--- src/rtl/ff256_ct_seq_ctrl_acc_pkg.sv ---
// Shared definitions for the ff256_ct_seq family: lane geometry, FSM state
// encoding and the GF(256) addition helper used by the lane accumulators.
package ff256_ct_seq_ctrl_acc_pkg;

  localparam int N_LANES = 8;
  localparam int SYM_W   = 8;
  localparam int SEL_W   = 3;
  localparam int VEC_W   = N_LANES * SYM_W;

  localparam logic [SEL_W-1:0] STEP_ZERO = 3'd0;
  localparam logic [SEL_W-1:0] STEP_ONE  = 3'd1;
  localparam logic [SEL_W-1:0] STEP_LAST = 3'd7;

  typedef enum logic [1:0] {
    ST_IDLE    = 2'd0,
    ST_COMPUTE = 2'd1,
    ST_DONE    = 2'd2
  } state_t;

  // GF(256) addition is a carry-free bitwise XOR; width never grows.
  function automatic logic [SYM_W-1:0] gf_add(input logic [SYM_W-1:0] a,
                                              input logic [SYM_W-1:0] b);
    return a ^ b;
  endfunction

endpackage

--- src/rtl/ff256_ct_seq_ctrl_acc_if.sv ---
// Bus bundle between the sequencer/accumulator and its environment:
// input vector handshake, mux/multiplier side-channel and result handshake.
interface ff256_ct_seq_ctrl_acc_if;
  import ff256_ct_seq_ctrl_acc_pkg::*;

  logic                 in_valid;
  logic                 in_ready;
  logic [VEC_W-1:0]     x_in;
  logic [VEC_W-1:0]     x_hold;
  logic [SEL_W-1:0]     selector [0:N_LANES-1];
  logic [SEL_W-1:0]     step;
  logic [SYM_W-1:0]     prod     [0:N_LANES-1];
  logic                 out_valid;
  logic                 out_ready;
  logic [VEC_W-1:0]     y_out;
  logic                 busy;

  modport slave (
    input  in_valid, x_in, prod, out_ready,
    output in_ready, x_hold, selector, step, out_valid, y_out, busy
  );

  modport master (
    output in_valid, x_in, prod, out_ready,
    input  in_ready, x_hold, selector, step, out_valid, y_out, busy
  );

endinterface

--- src/rtl/ff256_ct_seq_xor_acc.sv ---
// Eight GF(256) lane accumulators. load_en restarts every lane with the
// current product (first step of a transform); acc_en folds the product in.
module ff256_ct_seq_xor_acc
  import ff256_ct_seq_ctrl_acc_pkg::*;
(
  input  logic             clk,
  input  logic             rst_n,
  input  logic             load_en,
  input  logic             acc_en,
  input  logic [SYM_W-1:0] prod [0:N_LANES-1],
  output logic [SYM_W-1:0] acc  [0:N_LANES-1]
);

  logic [SYM_W-1:0] acc_r [0:N_LANES-1];

  // Lane accumulator registers: load has priority over accumulate.
  always_ff @(posedge clk or negedge rst_n) begin
    if (!rst_n) begin
      for (int i = 0; i < N_LANES; i++) acc_r[i] <= {SYM_W{1'b0}};
    end else if (load_en) begin
      for (int i = 0; i < N_LANES; i++) acc_r[i] <= prod[i];
    end else if (acc_en) begin
      for (int i = 0; i < N_LANES; i++) acc_r[i] <= gf_add(acc_r[i], prod[i]);
    end
  end

  assign acc = acc_r;

endmodule

--- src/rtl/ff256_ct_seq_ctrl_acc.sv ---
// Sequencer + XOR accumulator for the sequential GF(256) cosine transform.
// Takes one 64-bit vector, walks 8 steps driving the lane selectors, folds
// the returned products into the lane accumulators and offers the result.
// Optional feature macro: FF256_CT_SEQ_DBUF_EN (one-deep pending input buffer
// so the next vector can be accepted while the current one is in flight).
module ff256_ct_seq_ctrl_acc
  import ff256_ct_seq_ctrl_acc_pkg::*;
(
  input  logic                   clk,
  input  logic                   rst_n,
  ff256_ct_seq_ctrl_acc_if.slave bus
);

  state_t           state_r;
  logic [SEL_W-1:0] step_r;
  logic [VEC_W-1:0] x_hold_r;
  logic             in_ready_r;
  logic             out_valid_r;
  logic             busy_r;

  logic             in_hs_s;
  logic             acc_en_s;
  logic             load_en_s;
  logic [SYM_W-1:0] prod_s [0:N_LANES-1];
  logic [SYM_W-1:0] acc_s  [0:N_LANES-1];
  logic [VEC_W-1:0] y_s;

`ifdef FF256_CT_SEQ_DBUF_EN
  logic             pend_full_r;
  logic [VEC_W-1:0] pend_buf_r;
`endif

  assign in_hs_s   = bus.in_valid & in_ready_r;
  assign acc_en_s  = (state_r == ST_COMPUTE);
  assign load_en_s = acc_en_s & (step_r == STEP_ZERO);

  // Lane i reads symbol (i + step) mod 8; 3-bit add wraps 7->0 by itself.
  for (genvar g = 0; g < N_LANES; g++) begin : g_lane
    assign bus.selector[g] = SEL_W'(g) + step_r;
    assign prod_s[g]       = bus.prod[g];
  end

  ff256_ct_seq_xor_acc u_acc (
    .clk     (clk),
    .rst_n   (rst_n),
    .load_en (load_en_s),
    .acc_en  (acc_en_s),
    .prod    (prod_s),
    .acc     (acc_s)
  );

  // Pack the lane accumulators into the result vector, lane i at byte i.
  always_comb begin
    y_s = {VEC_W{1'b0}};
    for (int i = 0; i < N_LANES; i++) y_s[SYM_W*i +: SYM_W] = acc_s[i];
  end

  // Control FSM: IDLE accepts, COMPUTE steps 0..7, DONE holds the result.
  always_ff @(posedge clk or negedge rst_n) begin
    if (!rst_n) begin
      state_r     <= ST_IDLE;
      step_r      <= STEP_ZERO;
      x_hold_r    <= {VEC_W{1'b0}};
      in_ready_r  <= 1'b0;
      out_valid_r <= 1'b0;
      busy_r      <= 1'b0;
`ifdef FF256_CT_SEQ_DBUF_EN
      pend_full_r <= 1'b0;
      pend_buf_r  <= {VEC_W{1'b0}};
`endif
    end else begin
`ifdef FF256_CT_SEQ_DBUF_EN
      // Ready tracks buffer occupancy in every state; cases below override.
      in_ready_r <= ~pend_full_r;
`endif
      case (state_r)
        ST_IDLE: begin
          if (in_hs_s) begin
            x_hold_r <= bus.x_in;
            step_r   <= STEP_ZERO;
            state_r  <= ST_COMPUTE;
            busy_r   <= 1'b1;
`ifndef FF256_CT_SEQ_DBUF_EN
            in_ready_r <= 1'b0;
`endif
          end else begin
`ifndef FF256_CT_SEQ_DBUF_EN
            in_ready_r <= 1'b1;
`endif
          end
        end

        ST_COMPUTE: begin
          step_r <= step_r + STEP_ONE;
          if (step_r == STEP_LAST) begin
            step_r      <= STEP_ZERO;
            state_r     <= ST_DONE;
            out_valid_r <= 1'b1;
          end
`ifdef FF256_CT_SEQ_DBUF_EN
          if (in_hs_s) begin
            pend_buf_r  <= bus.x_in;
            pend_full_r <= 1'b1;
            in_ready_r  <= 1'b0;
          end
`endif
        end

        ST_DONE: begin
          if (bus.out_ready) begin
            out_valid_r <= 1'b0;
`ifdef FF256_CT_SEQ_DBUF_EN
            if (pend_full_r) begin
              x_hold_r    <= pend_buf_r;
              pend_full_r <= 1'b0;
              in_ready_r  <= 1'b1;
              step_r      <= STEP_ZERO;
              state_r     <= ST_COMPUTE;
            end else if (in_hs_s) begin
              x_hold_r <= bus.x_in;
              step_r   <= STEP_ZERO;
              state_r  <= ST_COMPUTE;
            end else begin
              state_r <= ST_IDLE;
              busy_r  <= 1'b0;
            end
`else
            state_r    <= ST_IDLE;
            busy_r     <= 1'b0;
            in_ready_r <= 1'b1;
`endif
          end else begin
`ifdef FF256_CT_SEQ_DBUF_EN
            if (in_hs_s) begin
              pend_buf_r  <= bus.x_in;
              pend_full_r <= 1'b1;
              in_ready_r  <= 1'b0;
            end
`endif
          end
        end

        default: begin
          state_r     <= ST_IDLE;
          step_r      <= STEP_ZERO;
          out_valid_r <= 1'b0;
          busy_r      <= 1'b0;
          in_ready_r  <= 1'b0;
        end
      endcase
    end
  end

  assign bus.in_ready  = in_ready_r;
  assign bus.x_hold    = x_hold_r;
  assign bus.step      = step_r;
  assign bus.out_valid = out_valid_r;
  assign bus.busy      = busy_r;
  assign bus.y_out     = y_s;

endmodule
--- src/flat_wrapper.sv ---
// flat-port wrapper written by rule: the top's interface ports become plain ports
module ff256_ct_seq_ctrl_acc_flat import ff256_ct_seq_ctrl_acc_pkg::*;
  (clk, rst_n, bus_in_valid, bus_x_in, bus_prod, bus_out_ready, bus_in_ready, bus_x_hold, bus_selector, bus_step, bus_out_valid, bus_y_out, bus_busy);
  ff256_ct_seq_ctrl_acc_if bus_i ();
  input  logic clk;
  input  logic rst_n;
  input wire logic [$bits(bus_i.in_valid)-1:0] bus_in_valid;
  input wire logic [$bits(bus_i.x_in)-1:0] bus_x_in;
  input wire logic [$bits(bus_i.prod)-1:0] bus_prod;
  input wire logic [$bits(bus_i.out_ready)-1:0] bus_out_ready;
  output wire logic [$bits(bus_i.in_ready)-1:0] bus_in_ready;
  output wire logic [$bits(bus_i.x_hold)-1:0] bus_x_hold;
  output wire logic [$bits(bus_i.selector)-1:0] bus_selector;
  output wire logic [$bits(bus_i.step)-1:0] bus_step;
  output wire logic [$bits(bus_i.out_valid)-1:0] bus_out_valid;
  output wire logic [$bits(bus_i.y_out)-1:0] bus_y_out;
  output wire logic [$bits(bus_i.busy)-1:0] bus_busy;
  assign bus_i.in_valid = bus_in_valid;
  assign bus_i.x_in = bus_x_in;
  assign bus_i.prod = {>>{bus_prod}};
  assign bus_i.out_ready = bus_out_ready;
  assign bus_in_ready = bus_i.in_ready;
  assign bus_x_hold = bus_i.x_hold;
  assign bus_selector = {>>{bus_i.selector}};
  assign bus_step = bus_i.step;
  assign bus_out_valid = bus_i.out_valid;
  assign bus_y_out = bus_i.y_out;
  assign bus_busy = bus_i.busy;
  ff256_ct_seq_ctrl_acc u_core (.clk(clk), .rst_n(rst_n), .bus(bus_i));
endmodule
--- config.mk ---
export PLATFORM = sky130hd
export DESIGN_NAME = ff256_ct_seq_ctrl_acc_flat
export DESIGN_NICKNAME = d
export VERILOG_FILES = /design/src/rtl/ff256_ct_seq_ctrl_acc_pkg.sv /design/src/rtl/ff256_ct_seq_ctrl_acc_if.sv /design/src/rtl/ff256_ct_seq_xor_acc.sv /design/src/rtl/ff256_ct_seq_ctrl_acc.sv /design/src/flat_wrapper.sv
export SDC_FILE = /design/constraint.sdc
export NUM_CORES = 1
export LEC_CHECK = 0
export CORE_ASPECT_RATIO = 1.25
export CORE_MARGIN = 4
export CORE_UTILIZATION = 44
export DETAILED_ROUTE_END_ITERATION = 8
export GPL_TIMING_DRIVEN = 1
export PLACE_DENSITY = 0.93
export SYNTH_ARGS = -nofsm -noshare
export SYNTH_HDL_FRONTEND = slang
export SYNTH_SLANG_ARGS = --single-unit
--- constraint.sdc ---
create_clock -name clk -period 4.3 [get_ports clk]
set_clock_uncertainty 0.05 [all_clocks]
set_input_delay 0.86 -clock clk [delete_from_list [all_inputs] [get_ports clk]]
set_output_delay 0.86 -clock clk [all_outputs]
set_load 0.02 [all_outputs]
==> metrics, run 1 <==
PortBufs=289; global route overflow=0; drt pass-1 iters=4; worst stage delay on the critical path=0.63 ns; slowest CP cell=clkdlybuf4s50_1; final setup fails=0; Cell Pwr Density=914 mW/mm2; period utilization=72.2%; share of cells above drive strength 1=13.9%; Top Ports=290; vias in the first global route=4994; Die H=137 um; Hold Crit Class=reg -> reg; largest net degree at the start of global routing=99; Longest Clk Path Bufs=2; number of fillers in the final layout=859; RSZ-0062 raised after global routing=no; Netlist Area Pre-Place=0.00589 mm2; setup TNS=0 ns; routed len/inst=18.6 um; Final HPWL DP=12300 um; crit-path most repeated cell=inv_1; H-tree Lvls=4; Ant. Diodes=0; CP top delay family=buffers and inverters; status=completed; Worst Path Buf+Inv=3; Final nets=881; setup bufs post-CTS=0; Placer Congestion=0.819; Antenna Nets Post-Route=0; mean cell area of the mapped netlist=12.6 um2; multi-input logic area=0.00215 mm2; CP Data Required Time=3.39 ns; drc violations=0; Placed Cells=897; CTS tree=done; clock root buffer=clkbuf_16; critical path class=reg -> out; Yosys reg bits=136; fmax=322 MHz; Lkg Pwr=0.00415 uW; Initial Util=44.7%; via/cell ratio=4.86; clock sinks=136; Die X=112 um; library cells used by synthesis=25; worst-margin pin slew=0.973 ns; clock latency on the worst-skew pair=0.41 ns; Seq. cell area=0.00340 mm2; crit-path cells=inv_1, ha_1, inv_1, clkdlybuf4s50_1; Via Count=4515; Main synth FF type=dfrtp_1; Syn Inst Count=468; die area=0.0153 mm2; Setup crit start kind=register; EDFF count, synth=0; final WL=17300 um; Initial DRC Count=255; Total GRT Usage=22.3%; total chip power=8540 uW; fin cells=929; max-cap viol count=0; post-CTS sizing=0; syn nets=604; register area share after synthesis=57.7%; max-slew violation count=0; Final min period=3.10 ns; Hold Buf Count CTS=0; Rel. slew slack=35.0%; Clk pin slew, worst setup/hold paths=0.06 ns; Num CTS Buffers=17; Hold Fails Final Rpt=0; Async SR Flop Fraction=100%; critical path fanouts, max=8; CP endpoint kind=output pin; first-pass GRT wire length=26300 um; worst vdd ir=0.776 mV; Yosys warnings=0; num rows=47; Arrival @ worst endpoint=2.19 ns; synth-to-layout area growth=58.4%; CORE AREA=0.0132 mm2; initial antenna violation count=0
-- cell usage in the layout, fill, tap and decap left out, drive strengths merged --
cell type,instances
nand2b,1
xnor2,2
buf,6
nor2,2
nand3,1
clkdlybuf4s50,288
mux2,64
a32o,2
clkinv,6
bufinv,2
a221oi,1
a31oi,1
nor3,1
inv,11
xor2,65
clkinvlp,3
o21ai,5
ha,4
dfrtp,136
nand2,132
nand4bb,1
a21oi,3
clkbuf,19
o22ai,1
nor2b,1
-- layer usage --
layer | up-vias | wire [um] | global-route usage [%]
met4 | 0 | 497 | 9.80
li1 | 2028 | - | -
met1 | 2221 | 6350 | 24.1
met5 | - | 0 | 0
met3 | 37 | 1340 | 7.16
met2 | 229 | 9100 | 40.0
-- registers in the layout, indices dropped and copies added (netlist names) --
name and count:
u_core.state_r 2, u_core.u_acc.acc 64, u_core.bus.busy 1, u_core.bus.out_valid 1, u_core.bus.x_hold 64, u_core.bus.step 3, u_core.bus.in_ready 1
-- area by class of cell --
| cell class | instances | area share (%) |
|---|---|---|
| clock buffers | 19 | 4.85 |
| well taps | 171 | 2.29 |
| multi-input cells | 287 | 23.1 |
| repair buffers | 294 | 31.4 |
| flip-flops and latches | 136 | 36.5 |
| inverters | 9 | 0.362 |
| clock inverters | 13 | 1.55 |
-- worst register-to-register path, stage by stage, from the launching register on --
cell and delay [ns]:
dfrtp_1 0.45, inv_1 0.24, ha_1 0.25, nand4bb_4 0.77, nand2_1 0.41, xor2_1 0.21
-- worst paths after layout --
path | start | end | slack [ns] | cells after the start
max | u_core.bus.step[0] | bus_selector[13] | 1.20 | 4
min | u_core.bus.out_valid | u_core.bus.out_valid | 0.45 | 1
max reg2reg | u_core.bus.step[0] | u_core.u_acc.acc[45] | 1.85 | 5
min reg2reg | u_core.bus.out_valid | u_core.bus.out_valid | 0.45 | 1
max in group asynchronous | rst_n | u_core.u_acc.acc[40] | 2.85 | 2
min in group asynchronous | rst_n | u_core.bus.step[1] | 0.50 | 1
-- metrics by stage --
stage          hold WS (ns)  instance area, um2  utilization, %  worst slack, ns
4_1_cts               0.451                9330            70.9             1.16
3_3_place_gp          0.433                8740            66.3             1.52
6_report              0.445                9330            70.9             1.20
5_1_grt               0.462                9330            70.9             1.07
3_5_place_dp          0.437                8740            66.3             1.46
2_1_floorplan         0.514                5890               -             1.70
-- logic make-up after synthesis --
family / Yosys count / share of synthesized area [%]
mux: 64 / 14.6
compound gates: 13 / 1.38
buf+inv: 45 / 6.13
simple gates: 139 / 9.30
fa+ha+maj: 4 / 0.849
xor+xnor: 67 / 9.96
flops: 136 / 57.7
-- report_power, final --
group	switching (uW)	total, uW	internal, uW
sequential	447	2410	1970
combinational	2390	4660	2270
clock	574	1460	889
-- synth_stat cells (all sizes together) (2+ instances only) --
cell type | number | area (um2)
buf | 36 | 328
a21oi | 3 | 15.0
xor2 | 65 | 569
ha | 4 | 50.1
nand2 | 132 | 495
a32o | 2 | 20.0
nor2 | 2 | 7.51
xnor2 | 2 | 17.5
inv | 9 | 33.8
dfrtp | 136 | 3400
mux2 | 64 | 863
o21ai | 5 | 25.0
Power figures use the tool's default switching activity.
==> run 2: changes to the inputs <==
CORE_UTILIZATION = 37   (was 44)
PLACE_DENSITY = 0.84   (was 0.93)
clock period = 2.7 ns   (was 4.3 ns; I/O delays follow)
==> metrics, run 2 (same netlist as run 1, synthesis figures left out) <==
Rel. slew slack=64.7%; Via Count=4343; Arrival @ worst endpoint=2.01 ns; Initial Util=37.7%; drt pass-1 iters=4; critical path class=reg -> out; Lkg Pwr=0.00424 uW; Num CTS Buffers=17; period utilization=96.2%; Hold WS=0.0225 ns; Die H=149 um; vias in the first global route=4695; RSZ-0062 raised after global routing=no; share of cells above drive strength 1=14.7%; routed len/inst=16.9 um; setup TNS=0 ns; most frequent cells in the layout=282 x clkdlybuf4s50_1, 134 x dfrtp_1, 132 x nand2_1; clock sinks=136; Placed Area=0.00886 mm2; max-cap viol count=0; worst-margin pin slew=0.523 ns; CORE AREA=0.0156 mm2; r2r startpoint=u_core.bus.step[0]; Final min period=2.60 ns; slowest CP cell=clkdlybuf4s50_1; drc violations=0; Final HPWL DP=12400 um; Final nets=884; status=completed; initial antenna violation count=0; largest net degree at the start of global routing=58; number of fillers in the final layout=1254; H-tree Lvls=4; worst slack, placed=0.283 ns; worst vdd ir=0.708 mV; Top Ports=290; Placer Congestion=0.798; final WL=16500 um; Hold Buf Count CTS=0; Total GRT Usage=18.3%; via/cell ratio=4.46; global route overflow=0; num rows=51; fin worst setup slack=0.103 ns; critical path fanouts, max=8; post-route design area=0.00952 mm2; Ant. Diodes=0; Placed Cells=941; synth-to-layout area growth=61.5%; Antenna Nets Post-Route=0; critical path launch point=u_core.bus.step[0]; worst stage delay on the critical path=0.65 ns; PortBufs=289; multi-input logic area=0.00217 mm2; clock latency on the worst-skew pair=0.41 ns; max-slew violation count=0; most common cell after layout, fill and taps aside=clkdlybuf4s50_1; Longest Clk Path Bufs=2; Hold Fails Final Rpt=0; Clk pin slew, worst setup/hold paths=0.06 ns; Initial DRC Count=187; Hold Crit Class=in -> async; Die X=121 um; Cell Pwr Density=1440 mW/mm2; die area=0.0180 mm2; clock root buffer=clkbuf_16; CTS tree=done; crit-path cells=ha_1, xor2_2, clkdlybuf4s50_1; CP Data Required Time=2.11 ns; fin cells=973; first-pass GRT wire length=25500 um; final setup fails=0; Setup crit start kind=register; fmax=385 MHz; CP endpoint kind=output pin; Seq. cell area=0.00341 mm2
## run 2: cell types whose count changed in the layout (fill, tap and decap cells not counted), moves of 2 or more
cell             previous run  this run
buf_12                      0         4
bufinv_16                   2         4
dfrtp_1                   136       134
clkdlybuf4s50_1           288       282
dfrtp_2                     0         2
dlygate4sd2_1               0         3
dlymetal6s2s_1              0         3
## run 2: metal layers
| metal | part of all wire, % | GRT usage [%] | vias to the layer above |
|---|---|---|---|
| met1 | 37 | 20.2 | 2106 |
| met2 | 52 | 32.1 | 167 |
| met4 | 3.7 | 8.39 | 0 |
| li1 | - | - | 2035 |
| met3 | 6.5 | 5.84 | 35 |
| met5 | 0 | 0 | - |
## run 2: path summary, 6_finish.rpt
kind,end,slack [ns],cells after the start
min in group clk,u_core.bus.out_valid,0.45,1
min reg2reg,u_core.bus.out_valid,0.45,1
min,u_core.u_acc.acc[12],0.02,1
max in group asynchronous,u_core.u_acc.acc[8],1.82,2
max,bus_selector[20],0.10,3
max reg2reg,u_core.u_acc.acc[60],0.84,6
## run 2: critical path, delay by kind of cell (launching register included)
kind                       cells  cell delay, ns
adders and majority gates      1            0.26
buffers and inverters          1            0.65
xor gates and xnor gates       1            0.23
DFF                            1            0.45
## run 2: metrics by stage
step	util [%]	total power, uW
global placement	56.7	11200
floorplan	-	8060
CTS	60.8	13900
detailed placement	56.7	11300
global route	60.9	14500
finish	60.9	13700
## run 2: power by group
| group | switching [uW] | internal, uW |
|---|---|---|
| Sequential | 631 | 3130 |
| Clock | 907 | 1580 |
| Combinational | 3790 | 3670 |
## run 2: final cells by class
cell class | instances | area share, %
multi-input cells | 287 | 22.8
flip-flops and latches | 136 | 35.8
clock inverters | 14 | 2.08
repair buffers | 297 | 31.6
inverters | 9 | 0.355
well taps | 212 | 2.79
clock buffers | 18 | 4.61
## run 2: timing repair
action,in CTS,in global routing
setup endpoints to repair,7,5
hold endpoints to repair,0,0
resized for setup,6,4
buffers inserted,0,0
==> run 3: changes to the inputs <==
SETUP_SLACK_MARGIN = 0.3   (was unset)
==> metrics, run 3 (same netlist as run 1, synthesis figures left out) <==
status=completed; drc violations=0; worst-margin pin slew=0.534 ns; Worst Path Buf+Inv=2; GRT busiest layer=met2; Longest Clk Path Bufs=2; CP Data Required Time=2.11 ns; number of fillers in the final layout=1261; met3 usage=5.88%; vias in the first global route=4699; Total GRT Usage=18.4%; setup TNS=0 ns; most frequent cells in the layout=278 x clkdlybuf4s50_1, 133 x dfrtp_1, 132 x nand2_1; share of cells above drive strength 1=16.0%; Hold Crit Class=in -> async; CP endpoint kind=output pin; routed len/inst=16.9 um; fmax=435 MHz; fin worst setup slack=0.401 ns; CP top delay family=flip-flops; most common cell after layout, fill and taps aside=clkdlybuf4s50_1; slowest CP cell=dfrtp_2; worst vdd ir=0.711 mV; Top Ports=290; Lkg Pwr=0.00424 uW; final WL=16500 um; max-slew violation count=0; worst slack, placed=0.283 ns; max-cap viol count=0; met2 Track Usage GR=32.2%; H-tree Lvls=4; clock root buffer=clkbuf_16; clock latency on the worst-skew pair=0.40 ns; Initial Util=37.7%; PortBufs=289; via/cell ratio=4.47; Via Count=4366; first-pass GRT wire length=25600 um; largest net degree at the start of global routing=58; clock sinks=136; final setup fails=0; Hold Fails Final Rpt=0; initial antenna violation count=0; RSZ-0062 raised after global routing=no; Final HPWL DP=12400 um; Antenna Nets Post-Route=0; Die H=149 um; Num CTS Buffers=17; num rows=51; CTS tree=done; Cell Pwr Density=1440 mW/mm2; drt pass-1 iters=4; Rel. slew slack=64.3%; period utilization=85.1%; global route overflow=0; Placer Congestion=0.798; critical path class=reg -> out; crit-path cells=ha_2, xor2_2, inv_1, dlygate4sd2_1; critical path fanouts, max=6; final core utilization=61.0%; die area=0.0180 mm2; Clk pin slew, worst setup/hold paths=0.06 ns; total chip power=13700 uW; CORE AREA=0.0156 mm2; Ant. Diodes=0; Setup crit start kind=register; synth-to-layout area growth=61.9%; Final nets=887; worst stage delay on the critical path=0.45 ns; Arrival @ worst endpoint=1.71 ns; GRT met1 Usage=20.2%; Die X=121 um; Final min period=2.30 ns; Initial DRC Count=171
## run 3: cell count changes in the layout (fill, tap and decap cells not counted), moves of 2 or more
cell,change
clkdlybuf4s50_1,-4
buf_4,+3
dlygate4sd2_1,+3
inv_1,-2
## run 3: stage by stage
step / cell area [um2] / cells / hold slack (ns)
6_report: 9540 / 976 / 0.0226
5_1_grt: 9540 / 976 / 0.0302
4_1_cts: 9510 / 973 / 0.0313
3_5_place_dp: 8860 / 941 / 0.442
3_3_place_gp: 8860 / 941 / 0.434
2_1_floorplan: 5890 / 468 / 0.194
## run 3: path summary, 6_finish.rpt
kind                            slack, ns  cells past startpoint              endpoint                 start
worst max-delay path                 0.40                      4       bus_selector[8]    u_core.bus.step[0]
worst min-delay path                 0.02                      1  u_core.u_acc.acc[12]                 rst_n
worst max register to register       0.88                      4    u_core.bus.step[1]     u_core.state_r[0]
worst min register to register       0.45                      1  u_core.bus.out_valid  u_core.bus.out_valid
max in group asynchronous            1.82                      2   u_core.u_acc.acc[8]                 rst_n
min in group clk                     0.45                      1  u_core.bus.out_valid  u_core.bus.out_valid
## run 3: final cells by class
cell class	instances	area, um2	area share [%]
Sequential cell	136	3410	35.7
Timing Repair Buffer	300	3020	31.6
Multi-Input combinational cell	287	2180	22.8
Clock buffer	18	439	4.60
Tap cell	212	265	2.78
Clock inverter	14	198	2.07
Inverter	9	36.3	0.380
## run 3: layer usage
metal / part of all wire (%) / vias up
li1: - / 2042
met1: 37 / 2119
met2: 53 / 170
met3: 6.6 / 35
met4: 3.6 / 0
met5: 0 / -
## run 3: timing repair
action,CTS,global route
endpoints found under the setup margin,11,10
gates resized for setup,16,8
pin swaps,0,1
setup buffers,0,3
endpoints found under the hold margin,0,0
hold buffers,0,0
## run 3: power breakdown
group / leakage, uW / switching [uW] / total, uW / internal [uW]
registers: 0.00161 / 634 / 3770 / 3140
logic: 0.00233 / 3800 / 7460 / 3660
clock network: 0.000307 / 906 / 2480 / 1580
total: 0.00424 / 5340 / 13700 / 8380
